--- src/rtl/dnn_accel_pkg.sv ---
`default_nettype none
// ============================================================================
// Module      : dnn_accel_pkg
// Description : Shared types for the accelerator memory fabric. Holds the
//               requester-ID encoding used by the SDRAM arbiter and its tag
//               FIFO, plus a helper that names the opposite requester.
// Revision    : 1.0 - initial release
// ============================================================================
package dnn_accel_pkg;

    typedef enum logic {
        ID_S0 = 1'b0,
        ID_S1 = 1'b1
    } req_id_t;

    function automatic req_id_t other_id(input req_id_t id);
        return (id == ID_S0) ? ID_S1 : ID_S0;
    endfunction

endpackage : dnn_accel_pkg
`default_nettype wire

--- src/rtl/sdram_arbiter_tag_fifo.sv ---
`default_nettype none
// ============================================================================
// Module      : tag_fifo
// Description : DEPTH-entry FIFO of 1-bit requester tags. Records which
//               requester owns each outstanding read so returns can be
//               steered in command order.
// Ports       : clk, rst_n        clock / async active-low reset
//               push, din         enqueue a tag
//               pop, dout         dequeue the head tag (dout = head)
//               full, empty       occupancy flags
// Revision    : 1.0 - initial release
// ============================================================================
module tag_fifo #(
    parameter int DEPTH = 8
) (
    input  logic clk,
    input  logic rst_n,
    input  logic push,
    input  logic pop,
    input  logic din,
    output logic dout,
    output logic full,
    output logic empty
);

    localparam int c_PTR_W = $clog2(DEPTH);
    localparam int c_CNT_W = c_PTR_W + 1;

    logic [DEPTH-1:0]   mem_q,    mem_d;
    logic [c_PTR_W-1:0] wr_ptr_q, wr_ptr_d;
    logic [c_PTR_W-1:0] rd_ptr_q, rd_ptr_d;
    logic [c_CNT_W-1:0] count_q,  count_d;

    logic w_push_ok;
    logic w_pop_ok;

    assign full  = (count_q == c_CNT_W'(DEPTH));
    assign empty = (count_q == '0);
    assign dout  = mem_q[rd_ptr_q];

    // A push into a full FIFO is allowed only when the head leaves in the
    // same cycle; a pop of an empty FIFO is ignored so the count never wraps.
    assign w_push_ok = push & (~full | pop);
    assign w_pop_ok  = pop & ~empty;

    always_comb begin
        mem_d    = mem_q;
        wr_ptr_d = wr_ptr_q;
        rd_ptr_d = rd_ptr_q;
        count_d  = count_q;
        if (w_push_ok) begin
            mem_d[wr_ptr_q] = din;
            // DEPTH is a power of two, so natural overflow wraps the pointer.
            wr_ptr_d        = wr_ptr_q + c_PTR_W'(1);
        end
        if (w_pop_ok) begin
            rd_ptr_d = rd_ptr_q + c_PTR_W'(1);
        end
        case ({w_push_ok, w_pop_ok})
            2'b10:   count_d = count_q + c_CNT_W'(1);
            2'b01:   count_d = count_q - c_CNT_W'(1);
            default: count_d = count_q;
        endcase
    end

    always_ff @(posedge clk or negedge rst_n) begin
        if (!rst_n) begin
            mem_q    <= '0;
            wr_ptr_q <= '0;
            rd_ptr_q <= '0;
            count_q  <= '0;
        end else begin
            mem_q    <= mem_d;
            wr_ptr_q <= wr_ptr_d;
            rd_ptr_q <= rd_ptr_d;
            count_q  <= count_d;
        end
    end

endmodule : tag_fifo
`default_nettype wire

--- src/rtl/sdram_arbiter.sv ---
`default_nettype none
// ============================================================================
// Module      : sdram_arbiter
// Description : Two-requester round-robin Avalon-MM arbiter in front of a
//               pipelined SDRAM controller. Read ownership is tracked in a
//               tag FIFO so in-order returns are steered to the right port.
// Ports       : clk, rst_n                    clock / async active-low reset
//               sN_address/read/write/writedata  requester N command
//               sN_waitrequest                 requester N not accepted
//               sN_readdata/readdatavalid      requester N read return
//               m_address/read/write/writedata command to the controller
//               m_waitrequest                  controller stall
//               m_readdata/readdatavalid       in-order read return
// Revision    : 1.0 - initial release
// ============================================================================
module sdram_arbiter
    import dnn_accel_pkg::*;
#(
    parameter int ADDR_W  = 32,
    parameter int DATA_W  = 32,
    parameter int MAX_OUT = 8
) (
    input  logic              clk,
    input  logic              rst_n,
    input  logic [ADDR_W-1:0] s0_address,
    input  logic              s0_read,
    input  logic              s0_write,
    input  logic [DATA_W-1:0] s0_writedata,
    output logic              s0_waitrequest,
    output logic [DATA_W-1:0] s0_readdata,
    output logic              s0_readdatavalid,
    input  logic [ADDR_W-1:0] s1_address,
    input  logic              s1_read,
    input  logic              s1_write,
    input  logic [DATA_W-1:0] s1_writedata,
    output logic              s1_waitrequest,
    output logic [DATA_W-1:0] s1_readdata,
    output logic              s1_readdatavalid,
    output logic [ADDR_W-1:0] m_address,
    output logic              m_read,
    output logic              m_write,
    output logic [DATA_W-1:0] m_writedata,
    input  logic              m_waitrequest,
    input  logic [DATA_W-1:0] m_readdata,
    input  logic              m_readdatavalid
);

    req_id_t ptr_q,     ptr_d;
    logic    hold_q,    hold_d;
    req_id_t hold_id_q, hold_id_d;

    logic    w_fifo_full, w_fifo_empty, w_fifo_dout;
    logic    w_pop, w_room;
    logic    w_elig0, w_elig1;
    logic    w_sel_valid, w_active, w_accept;
    req_id_t w_sel_id;
    logic    w_sel_write;

    // A return pops the head only when a tag exists; stray returns are dropped.
    assign w_pop  = m_readdatavalid & ~w_fifo_empty;
    // A read may issue into a full FIFO when the head pops in the same cycle.
    assign w_room = ~w_fifo_full | w_pop;

    // A read blocked on tag space is not eligible, so a write from the other
    // requester can use the bus instead of idling behind it.
    assign w_elig0 = (s0_read | s0_write) & (s0_write | w_room);
    assign w_elig1 = (s1_read | s1_write) & (s1_write | w_room);

    always_comb begin
        w_sel_valid = 1'b0;
        w_sel_id    = ID_S0;
        if (hold_q) begin
            // Stalled by the controller: keep presenting the same command.
            w_sel_id    = hold_id_q;
            w_sel_valid = (hold_id_q == ID_S0) ? w_elig0 : w_elig1;
        end else if (w_elig0 && w_elig1) begin
            w_sel_valid = 1'b1;
            w_sel_id    = ptr_q;
        end else if (w_elig0) begin
            w_sel_valid = 1'b1;
            w_sel_id    = ID_S0;
        end else if (w_elig1) begin
            w_sel_valid = 1'b1;
            w_sel_id    = ID_S1;
        end
    end

    // Gating with rst_n keeps the command bus quiet throughout reset.
    assign w_active    = w_sel_valid & rst_n;
    assign w_accept    = w_active & ~m_waitrequest;
    assign w_sel_write = (w_sel_id == ID_S0) ? s0_write : s1_write;

    assign m_write     = w_active & w_sel_write;
    assign m_read      = w_active & ~w_sel_write;
    assign m_address   = (w_sel_id == ID_S0) ? s0_address   : s1_address;
    assign m_writedata = (w_sel_id == ID_S0) ? s0_writedata : s1_writedata;

    assign s0_waitrequest = ~(w_accept && (w_sel_id == ID_S0));
    assign s1_waitrequest = ~(w_accept && (w_sel_id == ID_S1));

    assign s0_readdata      = m_readdata;
    assign s1_readdata      = m_readdata;
    assign s0_readdatavalid = w_pop & (w_fifo_dout == ID_S0);
    assign s1_readdatavalid = w_pop & (w_fifo_dout == ID_S1);

    always_comb begin
        ptr_d     = w_accept ? other_id(w_sel_id) : ptr_q;
        hold_d    = w_active & m_waitrequest;
        hold_id_d = (w_active && m_waitrequest) ? w_sel_id : hold_id_q;
    end

    always_ff @(posedge clk or negedge rst_n) begin
        if (!rst_n) begin
            ptr_q     <= ID_S0;
            hold_q    <= 1'b0;
            hold_id_q <= ID_S0;
        end else begin
            ptr_q     <= ptr_d;
            hold_q    <= hold_d;
            hold_id_q <= hold_id_d;
        end
    end

    tag_fifo #(
        .DEPTH (MAX_OUT)
    ) u_tag_fifo (
        .clk   (clk),
        .rst_n (rst_n),
        .push  (w_accept & m_read),
        .pop   (w_pop),
        .din   (w_sel_id),
        .dout  (w_fifo_dout),
        .full  (w_fifo_full),
        .empty (w_fifo_empty)
    );

endmodule : sdram_arbiter
`default_nettype wire

--- config.mk ---
export PLATFORM = sky130hd
export DESIGN_NAME = sdram_arbiter
export DESIGN_NICKNAME = d
export VERILOG_FILES = /design/src/rtl/dnn_accel_pkg.sv /design/src/rtl/sdram_arbiter_tag_fifo.sv /design/src/rtl/sdram_arbiter.sv
export SDC_FILE = /design/constraint.sdc
export NUM_CORES = 1
export LEC_CHECK = 0
export ABC_AREA = 1
export CORE_AREA = 5 5 113 115
export DETAILED_ROUTE_END_ITERATION = 7
export DIE_AREA = 0 0 118 120
export DONT_BUFFER_PORTS = 1
export SLEW_MARGIN = 30
export SYNTH_ARGS = -nofsm -noshare
export SYNTH_HDL_FRONTEND = slang
export SYNTH_SLANG_ARGS = --single-unit
--- constraint.sdc ---
create_clock -name clk -period 2.3 [get_ports clk]
set_clock_uncertainty 0.2 [all_clocks]
set_input_delay 0.46 -clock clk [delete_from_list [all_inputs] [get_ports clk]]
set_output_delay 0.46 -clock clk [all_outputs]
set_load 0.01 [all_outputs]
==> results.cfg, run 1 <==
[setup_path]
worstSetupPathDepth = 16
r2r-end = u_tag_fifo.count_q[2]
crit_path_start = u_tag_fifo.count_q[0]
reg2reg_from = u_tag_fifo.count_q[0]
crit_chain = nor2_4 > nand4_1 > buf_4 > nand3_1 > nand2_2 > nand3_4 > nor2_8 > nand2_8 > ha_4 > nand2_2 > inv_2 > nor2_4 > ha_4 > a21oi_2 > nand2_1 > a31oi_4
slowest_stage = dfrtp_2
worst-endpoint-required_ns = 2.28
crit_family = simple AND/OR/NAND/NOR gates
path_buf_inv = 2
cp-end-kind = register
reg2reg_depth = 16
r2r_slack_ns = -0.17
critPathLaunchType = register
criticalPathCategory = reg2reg
max_stage_delay_ns = 0.42
cp_data_arrival_time_ns = 2.44
crit_fanout = 3

[grt]
gr-total-overflow = 0
antenna_found_initial = 5
grt_pass1_vias = 2574
grt_max_degree = 30
grt_pass1_wl_um = 15800
grt_util_all_layers = 0.145

[yosys]
synth_cell_types = 31
ys_warn_count = 0
syn-cell-area_um2 = 2670
synth_area_per_cell_um2 = 6.06
synth_fp_nets = 613
synth_cells = 440
yosysSeqAreaShare = 0.197
ys_seq_elements = 21

[routing]
finalWirelength_um = 11800
avgRoutedWirePerCell_um = 21.6
drt_iter0_drc = 94
via_per_inst = 4.89
ant_nets = 0
dr.pass1.iters = 4
drc = 0
dr_total_vias = 2662

[finish]
fin_util = 0.275
layout.cells.non_filler = 544
nFillCells = 1276
n_antenna_cell = 0
fin_nets = 571
area_growth_pct = 20.7
drive_gt1_frac = 0.458

[timing]
fin_crit_ns = 2.47
holdWs_ns = -0.0379
finalSetupViolCount = 69
fin_crit_sh = 1.07
rsz0062_at_grt = yes
worst_slew_pin_slew_ns = 0.492
final_hold_viol_count = 21
maxSlewHeadroom = 0.672
slew_violations = 0
fmax_mhz = 405
fin_ws_ns = -0.167

[worst_hold_path]
hold_path.class = in2async

[floorplanning]
coreArea_um2 = 11700
die_height_um = 120
initial_core_util = 0.228
rows = 40
io_pins = 302
die_w_um = 118
dieArea_um2 = 14200

[power]
sequentialPowerShare = 0.194
p_leak_nw = 1.58
vdd_drop_max_v = 0.000374
p_sw_mw = 1.78
pwr_density_cell_nw_per_um2 = 1110
netSwitchingFraction = 0.500
clockPowerShare = 0.107
combPwrFrac = 0.699
internal_power_mw = 1.78

[flow_run]
maxCapViolCount = 0

[status]
violations = hold timing, setup timing
status = finished with violations

[clocking]
insertion_delay_ns = 0.26
path_clk_slew_ns = 0.06
cts_buffer_depth = 2
cts_tree = built
clock_sinks = 21
cts_root_buf = clkbuf_16
cts-buffers-inserted = 3
htree_levels = 1

[place]
portBuffers = 0
routabilityCongestion = 0.816
dp_hpwl_um = 9060
dpl.cell_count = 528
==> worst register-to-register path: stages (launching register included) <==
cell and delay, ns:
dfrtp_2 0.42, nor2_4 0.13, nand4_1 0.14, buf_4 0.17, nand3_1 0.07, nand2_2 0.09
nand3_4 0.09, nor2_8 0.05, nand2_8 0.07, ha_4 0.17, nand2_2 0.07, inv_2 0.08
nor2_4 0.04, ha_4 0.15, a21oi_2 0.12, nand2_1 0.11, a31oi_4 0.20
==> layout make-up <==
cell class	count	area, um^2	share of cell area
tap	147	184	0.0572
clock buffer	4	78.8	0.0245
inverter	18	83.8	0.0260
timing repair buffer	35	458	0.142
sequential	21	527	0.164
multi-input combinational	319	1890	0.586
==> registers in the layout (all words and copies together), names as in the netlist <==
| register | count |
|---|---|
| u_tag_fifo.wr_ptr_q | 3 |
| u_tag_fifo.mem_q | 8 |
| u_tag_fifo.count_q | 4 |
| ptr_q | 1 |
| hold_q | 1 |
| hold_id_q | 1 |
| u_tag_fifo.rd_ptr_q | 3 |
==> timing repair <==
action	CTS	global route
hold buffers	1	0
endpoints found under the setup margin	71	73
pin swaps	9	17
resized for setup	99	51
hold endpoints to repair	21	0
buffers inserted	3	1
cloned	3	4
==> Yosys cell counts <==
master	number	share of area
nand3_1	15	0.028
ha_1	5	0.023
mux2i_1	1	0.0038
a31oi_1	1	0.0023
buf_2	2	0.0038
nor2_8	1	0.0075
a21oi_1	2	0.0038
xor2_1	2	0.0066
o21ai_0	6	0.011
o21ai_2	1	0.0033
nand4_1	10	0.023
or2_2	3	0.0070
xnor2_1	4	0.013
nand2_1	229	0.32
o21a_1	1	0.0028
dfrtp_1	21	0.20
and2_1	1	0.0023
nand2_2	6	0.014
inv_2	1	0.0014
o31ai_1	1	0.0028
nand3b_1	2	0.0056
buf_4	72	0.20
inv_1	17	0.024
o22ai_1	1	0.0023
nand2_4	1	0.0042
o211ai_1	1	0.0028
nor2_1	21	0.030
nand3_4	1	0.0066
buf_6	8	0.034
nor2_2	2	0.0047
o32ai_1	1	0.0033
==> routing by layer <==
layer | GRT usage | up-vias | part of all wire
met2 | 0.216 | 171 | 0.45
met5 | 0 | - | 0.0051
met1 | 0.184 | 1252 | 0.41
met4 | 0.0244 | 10 | 0.013
li1 | - | 1207 | -
met3 | 0.0858 | 22 | 0.13
==> placed cells by master, fill, tap and decap left out, types with 5 or more instances in the layout <==
cell type and count:
nand3_1 12, nand2_1 121, dfrtp_1 20, clkbuf_16 6, nand2_2 105, nand2_4 9
nand4_1 10, nor2_1 16, inv_1 15, buf_4 20, o21ai_0 5
==> metrics by stage <==
step                power, mW  setup TNS (ns)  instance area [um^2]  setup WS [ns]  hold slack [ns]
floorplan                2.15          -0.257                  2730         -0.148          -0.0356
global placement         2.40           -1.88                  2490        -0.0653          -0.0344
detailed placement       2.48           -3.66                  2490         -0.173          -0.0344
CTS                      3.28           -6.35                  2960         -0.117            0.248
global route             3.82          -15.64                  3220         -0.275          0.00411
finish                   3.56           -8.43                  3220         -0.167          -0.0379
==> worst max path at each step <==
stage,endpoint,slack [ns]
floorplan,u_tag_fifo.count_q[2],-0.15
global placement,u_tag_fifo.count_q[2],-0.07
detailed placement,u_tag_fifo.count_q[3],-0.17
CTS,m_address[30],-0.12
global route,u_tag_fifo.count_q[2],-0.28
finish,u_tag_fifo.count_q[2],-0.17
==> power by group through the flow <==
| stage | combinational [mW] | clock [mW] | sequential (mW) |
|---|---|---|---|
| after CTS | 2.21 | 0.381 | 0.686 |
| after global routing | 2.72 | 0.399 | 0.708 |
| after detailed placement | 1.79 | 0 | 0.684 |
| after floorplan | 1.48 | 0 | 0.669 |
| after global placement | 1.73 | 0 | 0.672 |
| final | 2.49 | 0.382 | 0.689 |
==> logic make-up (layout without fill, tap and decap cells) <==
logic type / count (synthesis) / in the layout / synth area share
buffers and inverters: 100 / 57 / 0.266
XOR/XNOR: 6 / 6 / 0.0197
adder cells (fa/ha/maj): 5 / 5 / 0.0235
flip-flops: 21 / 21 / 0.197
AND/OR/NAND/NOR: 292 / 292 / 0.456
AO/OA/AOI/OAI: 15 / 15 / 0.0347
multiplexers: 1 / 1 / 0.00375
No activity file was read; power rests on OpenSTA's default activity.
==> inputs of run 2 (changes only) <==
PLACE_DENSITY_LB_ADDON = 0.15   (was unset)
REMOVE_ABC_BUFFERS = 1   (was unset)
==> run 2 against run 1 <==
Utilization rose by 0.83 points. Critical path type is now reg2out. The flow still finishes with violations (hold timing, setup timing). Sequential cell count did not move. Die area did not move. Worst setup slack got worse by 0.025 ns. Sequential power barely moved. Via count rose by 0.68%. Maximum frequency fell by 1.0%. Critical path depth fell by 6.
==> results.cfg, run 2 (synthesis results as in run 1) <==
[timing]
maxSlewHeadroom = 0.659
rsz0062_at_grt = yes
finalSetupViolCount = 70
fin_crit_sh = 1.08
fin_ws_ns = -0.192
worst_slew_pin_slew_ns = 0.512
setup_total_negative_slack_ns = -10.43
holdWs_ns = -0.0350
slew_violations = 0
fin_crit_ns = 2.49
final_hold_viol_count = 21
fmax_mhz = 401

[clocking]
clock_sinks = 21
path_clk_slew_ns = 0.07
cts-buffers-inserted = 3
insertion_delay_ns = 0.26
cts_buffer_depth = 2
cts_tree = built
htree_levels = 1
cts_root_buf = clkbuf_16

[grt]
grt_pass1_wl_um = 18900
antenna_found_initial = 2
grt_max_degree = 31
grt_pass1_vias = 2786
grt_util_all_layers = 0.177
gr-total-overflow = 0

[status]
status = finished with violations
violations = hold timing, setup timing

[place]
portBuffers = 0
pre_cts_ws_ns = -0.260
dpl.cell_count = 534
routabilityCongestion = 0.831
dp_hpwl_um = 10700

[floorplanning]
die_height_um = 120
die_w_um = 118
dieArea_um2 = 14200
io_pins = 302
rows = 40
coreArea_um2 = 11700
initial_core_util = 0.228

[finish]
layout.cells.non_filler = 552
top_regs = u_tag_fifo.mem_q (8), u_tag_fifo.count_q (4)
final_common_cell = nand2_2
regMostFlops = u_tag_fifo.mem_q
area_growth_pct = 24.4
layout_common_cells = nand2_2 (110), nand2_1 (105), buf_4 (27)
drive_gt1_frac = 0.502
fin_nets = 578
largest_reg_flops = 8

[routing]
dr.pass1.iters = 4
ant_nets = 0
via_per_inst = 4.86
drc = 0
finalWirelength_um = 13500
drt_iter0_drc = 115
dr_total_vias = 2680
avgRoutedWirePerCell_um = 24.4

[setup_path]
criticalPathCategory = reg2out
cp_data_arrival_time_ns = 1.83
cp-end-kind = output pin
worst-endpoint-required_ns = 1.64
crit_path_start = u_tag_fifo.count_q[1]
reg2reg_from = u_tag_fifo.count_q[1]
crit_fanout = 30
critPathLaunchType = register
reg2reg_depth = 17

[flow_run]
maxCapViolCount = 0

[power]
pwr_density_cell_nw_per_um2 = 1070
total_power_mw = 3.54
p_leak_nw = 1.64
vdd_drop_max_v = 0.000493

[worst_hold_path]
hold_path.class = in2async
==> run 2: cell types whose count changed in the layout (fill, tap and decap cells not counted), moves of 2 or more <==
cell / change
buf_16: -3
or2_2: +2
buf_4: +7
nand2_4: +12
nand3_4: +2
nand2_2: +5
or2_4: -2
nand3_2: -3
buf_12: +4
nand2_1: -16
==> run 2: per-layer routing <==
layer | track usage | part of all wire
met5 | 0.0294 | 0.0016
met3 | 0.117 | 0.16
met1 | 0.232 | 0.41
met2 | 0.250 | 0.42
met4 | 0.0108 | 0.0038
==> run 2: layout make-up <==
cell class,count,area [um^2]
Tap cell,147,184
Clock buffer,3,75.1
Antenna cell,1,2.50
Inverter,18,93.8
Clock inverter,1,5.00
Multi-Input combinational cell,319,1950
Timing Repair Buffer,42,483
Sequential cell,21,527
Fill cell,1323,8400
==> run 2: worst max-delay path, stage by stage (launching register included) <==
cell and delay (ns):
dfrtp_1 0.39, nor2_2 0.16, nand4_1 0.14, nand2_1 0.11, nor2_2 0.04, nand2_2 0.12, nand2_4 0.07, buf_12 0.15
buf_16 0.17, nand2_1 0.12, nand2_2 0.09
==> run 2: final timing paths <==
kind                                                to  slack, ns
min in group clk                                hold_q       0.23
worst min register to register     u_tag_fifo.mem_q[2]       0.28
worst max register to register   u_tag_fifo.count_q[3]      -0.15
max in group asynchronous       u_tag_fifo.rd_ptr_q[0]       1.57
worst max-delay path                      m_address[9]      -0.19
worst min-delay path               u_tag_fifo.mem_q[1]      -0.03
==> run 2: report_power, final <==
group	switching, mW	total, mW	internal, mW	leakage, nW
clock network	0.151	0.385	0.234	0.0409
registers	0.158	0.687	0.530	0.263
logic	1.46	2.46	1.01	1.34
total	1.77	3.54	1.77	1.64
==> run 2: metrics by stage <==
step | util | instance area [um^2]
after CTS | 0.267 | 3120
final | 0.283 | 3320
after detailed placement | 0.209 | 2450
after global placement | 0.209 | 2450
after global routing | 0.283 | 3310
after floorplan | - | 2030
==> run 2: what timing repair did <==
item                       CTS  global route
buffers inserted             9             1
hold buffers                 1             0
gates cloned                 4             2
setup endpoints to repair   72            74
pin swaps                   11            23
resized for setup          122            72
hold endpoints to repair    21             0
==> inputs of run 3 (changes only) <==
CTS_CLUSTER_SIZE = 14   (was unset)
==> results of run 3 <==
The final DEF is identical to that of run 2; final timing and power are the same.
